## src/rtl/stopwatch_control.sv

```systemverilog
// ============================================================================
// stopwatch_control : button edge detect, run/lap/stop FSM and BCD mm:ss.cc
// time base feeding the 6-digit display word.  Rev 1.0
// ============================================================================
`default_nettype none

module stopwatch_control #(
   parameter int TICK_DIV = 500000
) (
   input  logic        clk,
   input  logic        reset,
   input  logic        btn_start_stop,
   input  logic        btn_lap,
   input  logic        btn_clear,
   output logic [23:0] disp_bcd,
   output logic        running,
   output logic        lap_active,
   output logic        overflow
);

   localparam int            PW        = (TICK_DIV > 2) ? $clog2(TICK_DIV) : 1;
   localparam logic [PW-1:0] TICK_LAST = PW'(TICK_DIV - 1);

   localparam logic [1:0] S_IDLE = 2'd0;
   localparam logic [1:0] S_RUN  = 2'd1;
   localparam logic [1:0] S_LAP  = 2'd2;
   localparam logic [1:0] S_STOP = 2'd3;

   // bit 0 start/stop, bit 1 lap, bit 2 clear
   logic [2:0]    btn_q1_q, btn_q2_q;
   logic [1:0]    state_q, state_d;
   logic [PW-1:0] presc_q, presc_d;
   logic [23:0]   time_q, time_d;
   logic [23:0]   lap_q, lap_d;
   logic [23:0]   disp_q, disp_d;
   logic          ovf_q, ovf_d;

   logic [2:0]    w_edge;
   logic          w_ss, w_lap, w_clr;
   logic          w_counting, w_tick, w_wrap;
   logic [23:0]   w_time_inc;
   logic [3:0]    w_lim;

   assign w_edge = btn_q1_q & ~btn_q2_q;
   assign w_ss   = w_edge[0];
   assign w_clr  = w_edge[2] & ~w_ss;
   assign w_lap  = w_edge[1] & ~w_ss & ~w_edge[2];

   assign w_counting = (state_q == S_RUN) || (state_q == S_LAP);
   assign w_tick     = w_counting && (presc_q == TICK_LAST);

   // Ripple BCD increment; digits 3 (sec tens) and 5 (min tens) roll at 5.
   always_comb begin
      w_time_inc = time_q;
      w_wrap     = 1'b1;
      w_lim      = 4'd9;
      for (int i = 0; i < 6; i++) begin
         w_lim = ((i == 3) || (i == 5)) ? 4'd5 : 4'd9;
         if (w_wrap) begin
            if (time_q[i*4 +: 4] == w_lim) begin
               w_time_inc[i*4 +: 4] = 4'd0;
            end else begin
               w_time_inc[i*4 +: 4] = time_q[i*4 +: 4] + 4'd1;
               w_wrap               = 1'b0;
            end
         end
      end
   end

   always_comb begin
      state_d = state_q;
      lap_d   = lap_q;
      case (state_q)
         S_IDLE: if (w_ss) state_d = S_RUN;
         S_RUN: begin
            if (w_ss) begin
               state_d = S_STOP;
            end else if (w_lap) begin
               state_d = S_LAP;
               lap_d   = time_q;
            end
         end
         S_LAP: begin
            if (w_ss)       state_d = S_STOP;
            else if (w_lap) state_d = S_RUN;
         end
         S_STOP: begin
            if (w_ss)       state_d = S_RUN;
            else if (w_clr) state_d = S_IDLE;
         end
         default: state_d = S_IDLE;
      endcase

      presc_d = presc_q;
      if (w_counting) presc_d = w_tick ? '0 : presc_q + 1'b1;
      time_d = w_tick ? w_time_inc : time_q;
      ovf_d  = ovf_q | (w_tick & w_wrap);

      if (state_d == S_IDLE) begin
         presc_d = '0;
         time_d  = '0;
         lap_d   = '0;
         ovf_d   = 1'b0;
      end

      disp_d = (state_d == S_LAP) ? lap_d : time_d;
   end

   always_ff @(posedge clk) begin
      if (reset) begin
         // Load the live level so a button held through reset gives no edge.
         btn_q1_q <= {btn_clear, btn_lap, btn_start_stop};
         btn_q2_q <= {btn_clear, btn_lap, btn_start_stop};
         state_q  <= S_IDLE;
         presc_q  <= '0;
         time_q   <= '0;
         lap_q    <= '0;
         disp_q   <= '0;
         ovf_q    <= 1'b0;
      end else begin
         btn_q1_q <= {btn_clear, btn_lap, btn_start_stop};
         btn_q2_q <= btn_q1_q;
         state_q  <= state_d;
         presc_q  <= presc_d;
         time_q   <= time_d;
         lap_q    <= lap_d;
         disp_q   <= disp_d;
         ovf_q    <= ovf_d;
      end
   end

   assign disp_bcd   = disp_q;
   assign running    = w_counting;
   assign lap_active = (state_q == S_LAP);
   assign overflow   = ovf_q;

endmodule

`default_nettype wire
```

## config.mk

```make
export PLATFORM = sky130hd
export DESIGN_NAME = stopwatch_control
export DESIGN_NICKNAME = d
export VERILOG_FILES = /design/src/rtl/stopwatch_control.sv
export SDC_FILE = /design/constraint.sdc
export NUM_CORES = 1
export LEC_CHECK = 0
export ABC_AREA = 1
export CAP_MARGIN = 20
export CORE_MARGIN = 2
export CORE_UTILIZATION = 50
export CTS_CLUSTER_SIZE = 12
export DETAILED_ROUTE_END_ITERATION = 6
export PLACE_DENSITY = 0.71
export SYNTH_ARGS = -nofsm -noshare
export SYNTH_HDL_FRONTEND = slang
export SYNTH_SLANG_ARGS = --single-unit
```

## constraint.sdc

```tcl
create_clock -name clk -period 2.02 [get_ports clk]
set_clock_uncertainty 0.05 [all_clocks]
set_input_delay 0.505 -clock clk [delete_from_list [all_inputs] [get_ports clk]]
set_output_delay 0.505 -clock clk [all_outputs]
set_load 0.03 [all_outputs]
```

* Yosys cells after proc, flatten, opt, wreduce, memory -nomap -nowiden *
Cells that the tools add are included.

word-level totals
  latch bits = 0
  bits in writable memories = 0
  register bits = 100
  input bits = 5
  memories kept = 0
  memory bits (read-only) = 0

operators by class
  magnitude comparators = 0
  div/mod/pow operators = 0
  mux-type cells = 39
  bitwise operators = 9
  equal/unequal tests = 11
  reductions and logical operators = 5
  $mul = 0
  add/sub/neg operators = 7
  shift-type cells = 0

operators by type and width
  kind                                                             count
  24-bit two-way mux                                               7
  4-bit two-way mux                                                11
  4-bit by 1-bit adder with 4-bit output, second input constant    6
  19-bit by 1-bit adder with 19-bit output, second input constant  1
  19-bit == test, second input constant                            1
  19-bit two-way mux                                               1
  4-bit == test, second input constant                             4
  2-bit two-way mux                                                7
  1-bit two-way mux                                                11
  4-bit by 3-bit == test with 1-bit output, second input constant  2
  2-bit one-hot mux with 4 select lines                            1
  2-bit == test, second input constant                             3
  1-bit AND                                                        4
  2-bit logical NOT                                                2
  3-bit AND                                                        1
  3-bit two-way mux                                                1
  3-bit NOT                                                        1
  2-bit by 1-bit == test with 1-bit output, second input constant  1
  1-bit NOT                                                        2
  2-bit OR reduction                                               1
  1-bit logical AND                                                1
  1-bit logical OR                                                 1
  1-bit OR                                                         1

* Depth between registers and ports, before layout *
Gate-level depths: netlist of the first run.

  depth after elaboration = 11
  mapped depth = 13

* Worst setup path after synthesis of the first run *
No wires, ideal clock.

  path type = register to register
  start = reg state_q[1]
  end = reg disp_q[17], in the netlist disp_bcd[17]
  data required time = 1.858 ns
  cell stages (with the launch flop) = 14
  slack = -0.096 ns
  library setup time = 0.112 ns
  arrival = 1.953 ns
  cell sequence = dfxtp_1 > inv_1 > ha_1 > buf_6 > inv_4 > nor3_4 > nand4_1 > nor2_2 > buf_6 > nand2_2 > nand2_1 > o21ai_2 > nand2_1 > nand2_1

on the way
  word-level cells in the longest chain between the ends = 6
  elaborated cells between the ends (all ways) = 21

ends and longest elaborated chain
  element                                                                           line  RTL
  start, declared                                                                   31    logic [1:0] state_q, state_d;
  start signal, assigned                                                            123   state_q <= state_d;
  2-bit by 1-bit == test with 1-bit output / 2-bit == test (equally long branches)  49    assign w_counting = (state_q == S_RUN) || (state_q == S_LAP);
  1-bit logical OR (*)                                                              49
  net running                                                                       16    output logic running,
  1-bit logical AND (*)                                                             50    assign w_tick = w_counting && (presc_q == TICK_LAST);
  24-bit two-way mux (*)                                                            96    time_d = w_tick ? w_time_inc : time_q;
  24-bit two-way mux (*)                                                            99    if (state_d == S_IDLE) begin
  24-bit two-way mux (*)                                                            106   disp_d = (state_d == S_LAP) ? lap_d : time_d;
  end signal, assigned                                                              127   disp_q <= disp_d;
  end, declared                                                                     35    logic [23:0] disp_q, disp_d;

Mark *: on every way through the listed nets, which the timed path passes. The rest lies on a longest branch.
A chain may end at the register's enable or synchronous reset.

* Final worst setup path of the first run *
  start = reg disp_q[17], in the netlist disp_bcd[17]
  end = out disp_bcd[17]

RTL lines
  element        line  RTL
  end, declared  15    output logic [23:0] disp_bcd,

No word-level cell between the ends.

==> results of run 1 <==
## layout make-up
class                      instances  share of cell area
timing repair buffer              69               0.114
clock inverter                     5              0.0166
inverter                          93              0.0575
tap                              136              0.0275
sequential                       100               0.325
multi-input combinational        523               0.440
clock buffer                       9              0.0200
## timing repair
item                                    in CTS  in global routing
gates resized for setup                      3                 22
setup buffers                                1                  2
gates cloned                                 0                  1
pin swaps                                    2                  7
endpoints found under the setup margin       5                 79
## stage by stage
stage / std cells / hold slack [ns] / instance area [um2] / power [mW] / util
global route: 935 / 0.491 / 6180 / 3.91 / 0.607
CTS: 932 / 0.450 / 6070 / 3.78 / 0.596
floorplan: 744 / 0.401 / 5210 / 2.21 / -
global placement: 917 / 0.407 / 5830 / 2.30 / 0.573
detailed placement: 917 / 0.425 / 5830 / 2.31 / 0.573
finish: 935 / 0.440 / 6180 / 3.78 / 0.607
## worst min-delay path by stage
| stage | cells after the start | from | slack [ns] | end |
|---|---|---|---|---|
| finish | 2 | btn_q1_q[1] | 0.44 | btn_q2_q[1] |
| global route | 2 | btn_q1_q[1] | 0.49 | btn_q2_q[1] |
| CTS | 2 | btn_q1_q[1] | 0.45 | btn_q2_q[1] |
| detailed placement | 2 | overflow | 0.43 | overflow |
| global placement | 2 | overflow | 0.41 | overflow |
| floorplan | 2 | btn_q1_q[2] | 0.40 | btn_q2_q[2] |
## layer usage
| layer | up-vias | GRT usage | part of all wire |
|---|---|---|---|
| met3 | 30 | 0.0423 | 0.043 |
| met4 | 0 | 0.107 | 0.026 |
| li1 | 2457 | - | - |
| met2 | 126 | 0.396 | 0.48 |
| met1 | 2249 | 0.295 | 0.45 |
| met5 | - | 0 | 0 |
## kinds of logic after synthesis
family,count (synthesis),share of synthesized area
and+or+nand+nor,399,0.346
buffers and inverters,121,0.105
DFF,100,0.385
AOI/OAI and AO/OA,94,0.100
adders and majority gates,17,0.0410
xor gates and xnor gates,13,0.0219
## cell usage after synthesis, drive strengths merged
master,n
a21oi,25
a22oi,1
a31oi,1
buf,21
clkbuf,7
clkinv,1
dfxtp,100
ha,17
inv,92
nand2,204
nand3,54
nand3b,1
nand4,15
nor2,101
nor3,14
nor3b,3
nor4,1
o211ai,1
o21a,1
o21ai,60
o21bai,2
o22ai,3
or2,6
xnor2,1
xor2,12
## power groups by stage
stage | Combinational (mW) | Sequential (mW) | Clock, mW
floorplan | 0.173 | 2.04 | 0
global placement | 0.264 | 2.04 | 0
detailed placement | 0.270 | 2.04 | 0
CTS | 0.273 | 1.99 | 1.52
global route | 0.320 | 1.99 | 1.59
finish | 0.295 | 1.99 | 1.49
## cells in the final DEF (no fill, tap or decap), drive strengths merged, types with 2 or more instances in the layout
cell           netlist  final
a21oi               25     25
buf                 21     38
bufinv               0      3
clkbuf               7     10
clkdlybuf4s50        0     29
clkinv               1      2
clkinvlp             0      2
dfxtp              100    100
ha                  17     17
inv                 92     91
nand2              204    204
nand3               54     54
nand4               15     15
nor2               101    101
nor3                14     14
nor3b                3      3
o21ai               60     60
o21bai               2      2
o22ai                3      3
or2                  6      6
xor2                12     12
## flip-flops by register name, summed over array words and instances (netlist names)
name,flops
btn_q1_q,3
btn_q2_q,3
disp_bcd,24
lap_q,24
overflow,1
presc_q,19
state_q,2
time_q,24
==> key figures, run 1 <==
Cells and area
  – Share of layout cells above drive strength 1: 0.146
  – Nets: 818
  – Footprint of the multi-input gates: 2720 um2
  – N_diodes: 0
  – Storage element area: 2010 um2
  – Filler cells: 940
  – Synthesis-to-finish area growth: 19.0%

Worst setup path
  – Reg2reg setup slack: 0.12 ns
  – Worst path depth: 1
  – Worst setup path endpoint: disp_bcd[17]
  – Reg2Reg Depth: 14
  – CP Launch Type: flip-flop
  – Worst stage delay on the critical path: 0.68 ns
  – Reg-to-Reg Start: time_q[9]
  – Top cell family by delay on the critical path: buffers and inverters
  – Setup CP Type: reg2out
  – Critical-path cell list: clkdlybuf4s50_1
  – Buf+Inv Stages, Crit Path: 1
  – Reg2reg end: disp_bcd[19]
  – Critical Path RT: 1.46 ns
  – Critical path launch point: disp_bcd[17]
  – CP Capture Type: output port
  – Worst EP arrival: 1.41 ns
  – Crit-path max FO: 1
  – Critical-path top delay cell: clkdlybuf4s50_1

STA
  – Fin. Hold Viols: 0
  – Setup WS post-layout: 0.0501 ns
  – Setup violators final: 0
  – Fin crit share: 0.975
  – Slew @ Worst Pin: about 0.45 ns
  – Minimum clock period: between 1.5 and 2 ns
  – Setup TNS: 0 ns
  – Achievable Freq: 508 MHz
  – Slew Viols, Final: 0
  – Slew headroom: 0.699

Global routing
  – Largest net degree at the start of global routing: 42
  – GR Overflow Total: 0
  – Vias in the first global route: 4,589
  – First-pass GRT wire length: 21,200 um
  – GR Util All Layers: 0.236
  – Initial antenna violation count: 0

Synthesis
  – Post-synth cell types: 42
  – Synth warn: 0
  – Area contributors post-synth: dfxtp_1 (39%), nand2_1 (14%), inv_1 (6.2%), nor2_1 (6.1%), nand3_1 (4.8%)
  – Register bit total from synthesis: 100
  – Synth Instances: 744
  – Post-synthesis sequential area ratio: 0.385
  – Syn Nets: 766
  – Dominant cell type by area after synthesis: dfxtp_1
  – Mapped Area: between 5000 and 6000 um2
  – Avg Cell Area, Syn: 6.98 um2
  – Post-synth top area share: 0.385

CTS
  – Clock-pin slew on the worst setup and hold paths: ~0.090 ns
  – Clk sinks: 100
  – CTS tree: done
  – Clock root buffer: clkbuf_8
  – TritonCTS buffer count: 9
  – Worst-Skew Late Latency: 0.37 ns
  – Clock buffer depth: 2
  – H-tree Lvls: 3
  – Cts hold-fix bufs: 0

Drt
  – Vias after detailed routing: between 4,000 and 5,000
  – ANT nets after route: 0
  – DRT Pass-1 Iters: 5
  – Remaining routing DRC violations: 0
  – Avg Vias per Cell: around 5.2
  – DRT Wirelength: 12,600 um
  – WL/cell: 13.5 um
  – Starting DRT DRC Count: 302

Power and ir drop
  – Int Pwr: 2.89 mW
  – Sw frac: 0.234
  – Net load switching power: 883 uW
  – Combinational group share of total power: 0.078
  – P_leak: 2.67 nW
  – Register share of total power: 0.527
  – Peak supply drop: 0.000416 V
  – Clock share of power: 0.394
  – PwrDens: 611 nW/um2

Die
  – Site row count: 37
  – Die height: 106 um
  – Core ar.: 10,200 um2
  – Initial core utilization: 0.510
  – Io pins: 32
  – Die X: 106 um
  – Die area: 11,200 um2

Run
  – MaxCap Viol Count: 0

Placed design
  – RePlAce Congestion: 0.903
  – DP Wirelength: 8590 um
  – Dpl ws: -0.0445 ns
  – IO buf count: 31

Status
  – Status: finished, final reports clean

Hold path
  – Hold WC Path Type: reg2reg
(Power assumes the default switching activity.)
==> run 2, diff against run 1 <==
--- a/config.mk
+++ b/config.mk
@@ -6,6 +6,7 @@
 export NUM_CORES = 1
 export LEC_CHECK = 0
 export ABC_AREA = 1
+export ABC_CLOCK_PERIOD_IN_PS = 2020
 export CAP_MARGIN = 20
 export CORE_MARGIN = 2
 export CORE_UTILIZATION = 50
==> results of run 2 <==
Final layout, timing and power as in run 1 (identical DEF).
==> run 3, diff against run 2 <==
--- a/config.mk
+++ b/config.mk
@@ -8,11 +8,13 @@
 export ABC_AREA = 1
 export ABC_CLOCK_PERIOD_IN_PS = 2020
 export CAP_MARGIN = 20
+export CELL_PAD_IN_SITES_DETAIL_PLACEMENT = 2
+export CELL_PAD_IN_SITES_GLOBAL_PLACEMENT = 2
 export CORE_MARGIN = 2
-export CORE_UTILIZATION = 50
+export CORE_UTILIZATION = 31
 export CTS_CLUSTER_SIZE = 12
 export DETAILED_ROUTE_END_ITERATION = 6
-export PLACE_DENSITY = 0.71
+export PLACE_DENSITY = 0.76
 export SYNTH_ARGS = -nofsm -noshare
 export SYNTH_HDL_FRONTEND = slang
 export SYNTH_SLANG_ARGS = --single-unit
==> run 3 against run 2 <==
Net effect: wire length is 45% higher; register-to-register slack lost 0.07 ns; critical path type unchanged; highest routed layer unchanged; fmax shrank 2.3%; combinational power rose by 21%; cell count up 11%.
==> key figures, run 3 (synthesis gave the netlist of run 1 again) <==
STA
  – Minimum clock period: 2.02 ns
  – Fin. Hold Viols: 0
  – Slew @ Worst Pin: 0.403 ns
  – RSZ-0062 raised after global routing: yes
  – Setup TNS: 0 ns
  – Slew Viols, Final: 0
  – Fin crit share: 0.998
  – Worst hold slack: 0.433 ns
  – Slew headroom: 0.731
  – Setup violators final: 0
  – Achievable Freq: 496 MHz

Cells and area
  – N_diodes: 0
  – Fin util: 0.405
  – Final instance area: 6670 um2
  – Filler cells: 1,928
  – Commonest non-fill, non-tap cell in the layout: nand2_1
  – Share of layout cells above drive strength 1: 0.191
  – Synthesis-to-finish area growth: 28.4%
  – Nets: between 800 and 900
  – Most frequent cells in the layout: nand2_1 (189), dfxtp_1 (95), inv_1 (81), nor2_1 (79), nand3_1 (47)

Die
  – Die height: approximately 130 um
  – Die area: 17,800 um2
  – Core ar.: 16,500 um2
  – Site row count: 47
  – Io pins: 32
  – Die X: 133 um
  – Initial core utilization: 0.315

Global routing
  – Largest net degree at the start of global routing: 25
  – GR Util All Layers: 0.206
  – First-pass GRT wire length: 28,900 um
  – GRT Max-Usage Layer: met2
  – Met3 Resource Use GR: 0.0289
  – Initial antenna violation count: 0
  – GR Layer Usage met1: 0.252
  – GRT met2 Usage: 0.369
  – Vias in the first global route: 5,531
  – GR Overflow Total: 0

CTS
  – Worst-Skew Late Latency: 0.36 ns
  – TritonCTS buffer count: 9
  – H-tree Lvls: 3
  – Clock-pin slew on the worst setup and hold paths: 0.07 ns
  – Cts hold-fix bufs: 0
  – Clk sinks: 100
  – CTS tree: done
  – Clock buffer depth: 2
  – Clock root buffer: clkbuf_16

Worst setup path
  – Setup CP Type: reg2out
  – Crit-path max FO: 3
  – Top cell family by delay on the critical path: buffers and inverters
  – Critical-path top delay cell: clkdlybuf4s15_1
  – Critical-path cell list: buf_4 > ha_1 > clkdlybuf4s15_1
  – Critical Path RT: about 1.5 ns
  – Worst EP arrival: 1.46 ns
  – CP Capture Type: output port
  – Worst path depth: 3
  – Buf+Inv Stages, Crit Path: 2
  – Worst stage delay on the critical path: 0.40 ns
  – CP Launch Type: flip-flop
  – Reg2Reg Depth: 9

Drt
  – DRT Wirelength: between 15,000 and 20,000 um
  – Vias after detailed routing: 5,075
  – Starting DRT DRC Count: 159
  – DRT Pass-1 Iters: 4
  – Remaining routing DRC violations: 0
  – WL/cell: 17.5 um
  – Avg Vias per Cell: 4.88
  – ANT nets after route: 0

Power and ir drop
  – Final Power: about 4.2 mW
  – PwrDens: 625 nW/um2
  – P_leak: 2.87 nW
  – Peak supply drop: 0.000397 V

Placed design
  – RePlAce Congestion: 0.838
  – DP Wirelength: 12,600 um
  – Placed Area: slightly above 6000 um2
  – IO buf count: 31

Status
  – Status: finished, final reports clean

Run
  – MaxCap Viol Count: 0

Hold path
  – Hold depth: 2
  – Hold WC Path Type: reg2reg
==> run 3: cell types whose count changed in the layout (fill, tap and decap cells not counted), sizes merged <==
| cell | change |
|---|---|
| bufinv | -2 |
| clkinv | +1 |
| buf | +19 |
| clkbuf | +3 |
| bufbuf | +1 |
==> run 3: final timing paths <==
check             start      endpoint  slack (ns)
max          state_q[1]    lap_active       0.003
min            overflow      overflow        0.43
max reg2reg  state_q[1]  disp_bcd[10]        0.05
min reg2reg    overflow      overflow        0.43
==> run 3: what timing repair did <==
item / 4_1_cts / 5_1_grt
endpoints found under the setup margin: 25 / 68
gates resized for setup: 9 / 50
setup buffers: 4 / 7
cloned: 1 / 1
pin swaps: 3 / 13
==> run 3: power by group <==
group	leakage, nW	switching, mW	internal [mW]
registers	0.810	0.00832	1.98
clock network	0.149	0.791	1.03
logic	1.91	0.228	0.129
==> run 3: per-layer routing <==
| layer | part of all wire | wire (um) | up-vias |
|---|---|---|---|
| met2 | 0.52 | 9580 | 48 |
| met3 | 0.019 | 349 | 22 |
| li1 | - | - | 2492 |
| met5 | 0 | 0 | - |
| met4 | 0.015 | 282 | 0 |
| met1 | 0.44 | 8060 | 2513 |
==> run 3: metrics by stage <==
step                      instances  setup WS, ns
final                          1041       0.00323
after global routing           1041       -0.0594
after CTS                      1033       0.00682
after detailed placement       1012       -0.0771
after global placement         1012        0.0419
after floorplan                 744        0.0570
==> run 3: worst min-delay path: stages, from the launching register on <==
cell     delay (ns)
dfxtp_1        0.33
nor2_1         0.05
nor2_1         0.07
==> run 3: cell type report <==
| class | count | area (um2) | share of cell area |
|---|---|---|---|
| multi-input cells | 523 | 2800 | 0.420 |
| flip-flops and latches | 100 | 2010 | 0.301 |
| repair buffers | 89 | 913 | 0.137 |
| inverters | 93 | 363 | 0.0544 |
| well taps | 220 | 275 | 0.0413 |
| clock buffers | 12 | 256 | 0.0385 |
| clock inverters | 4 | 47.5 | 0.00713 |
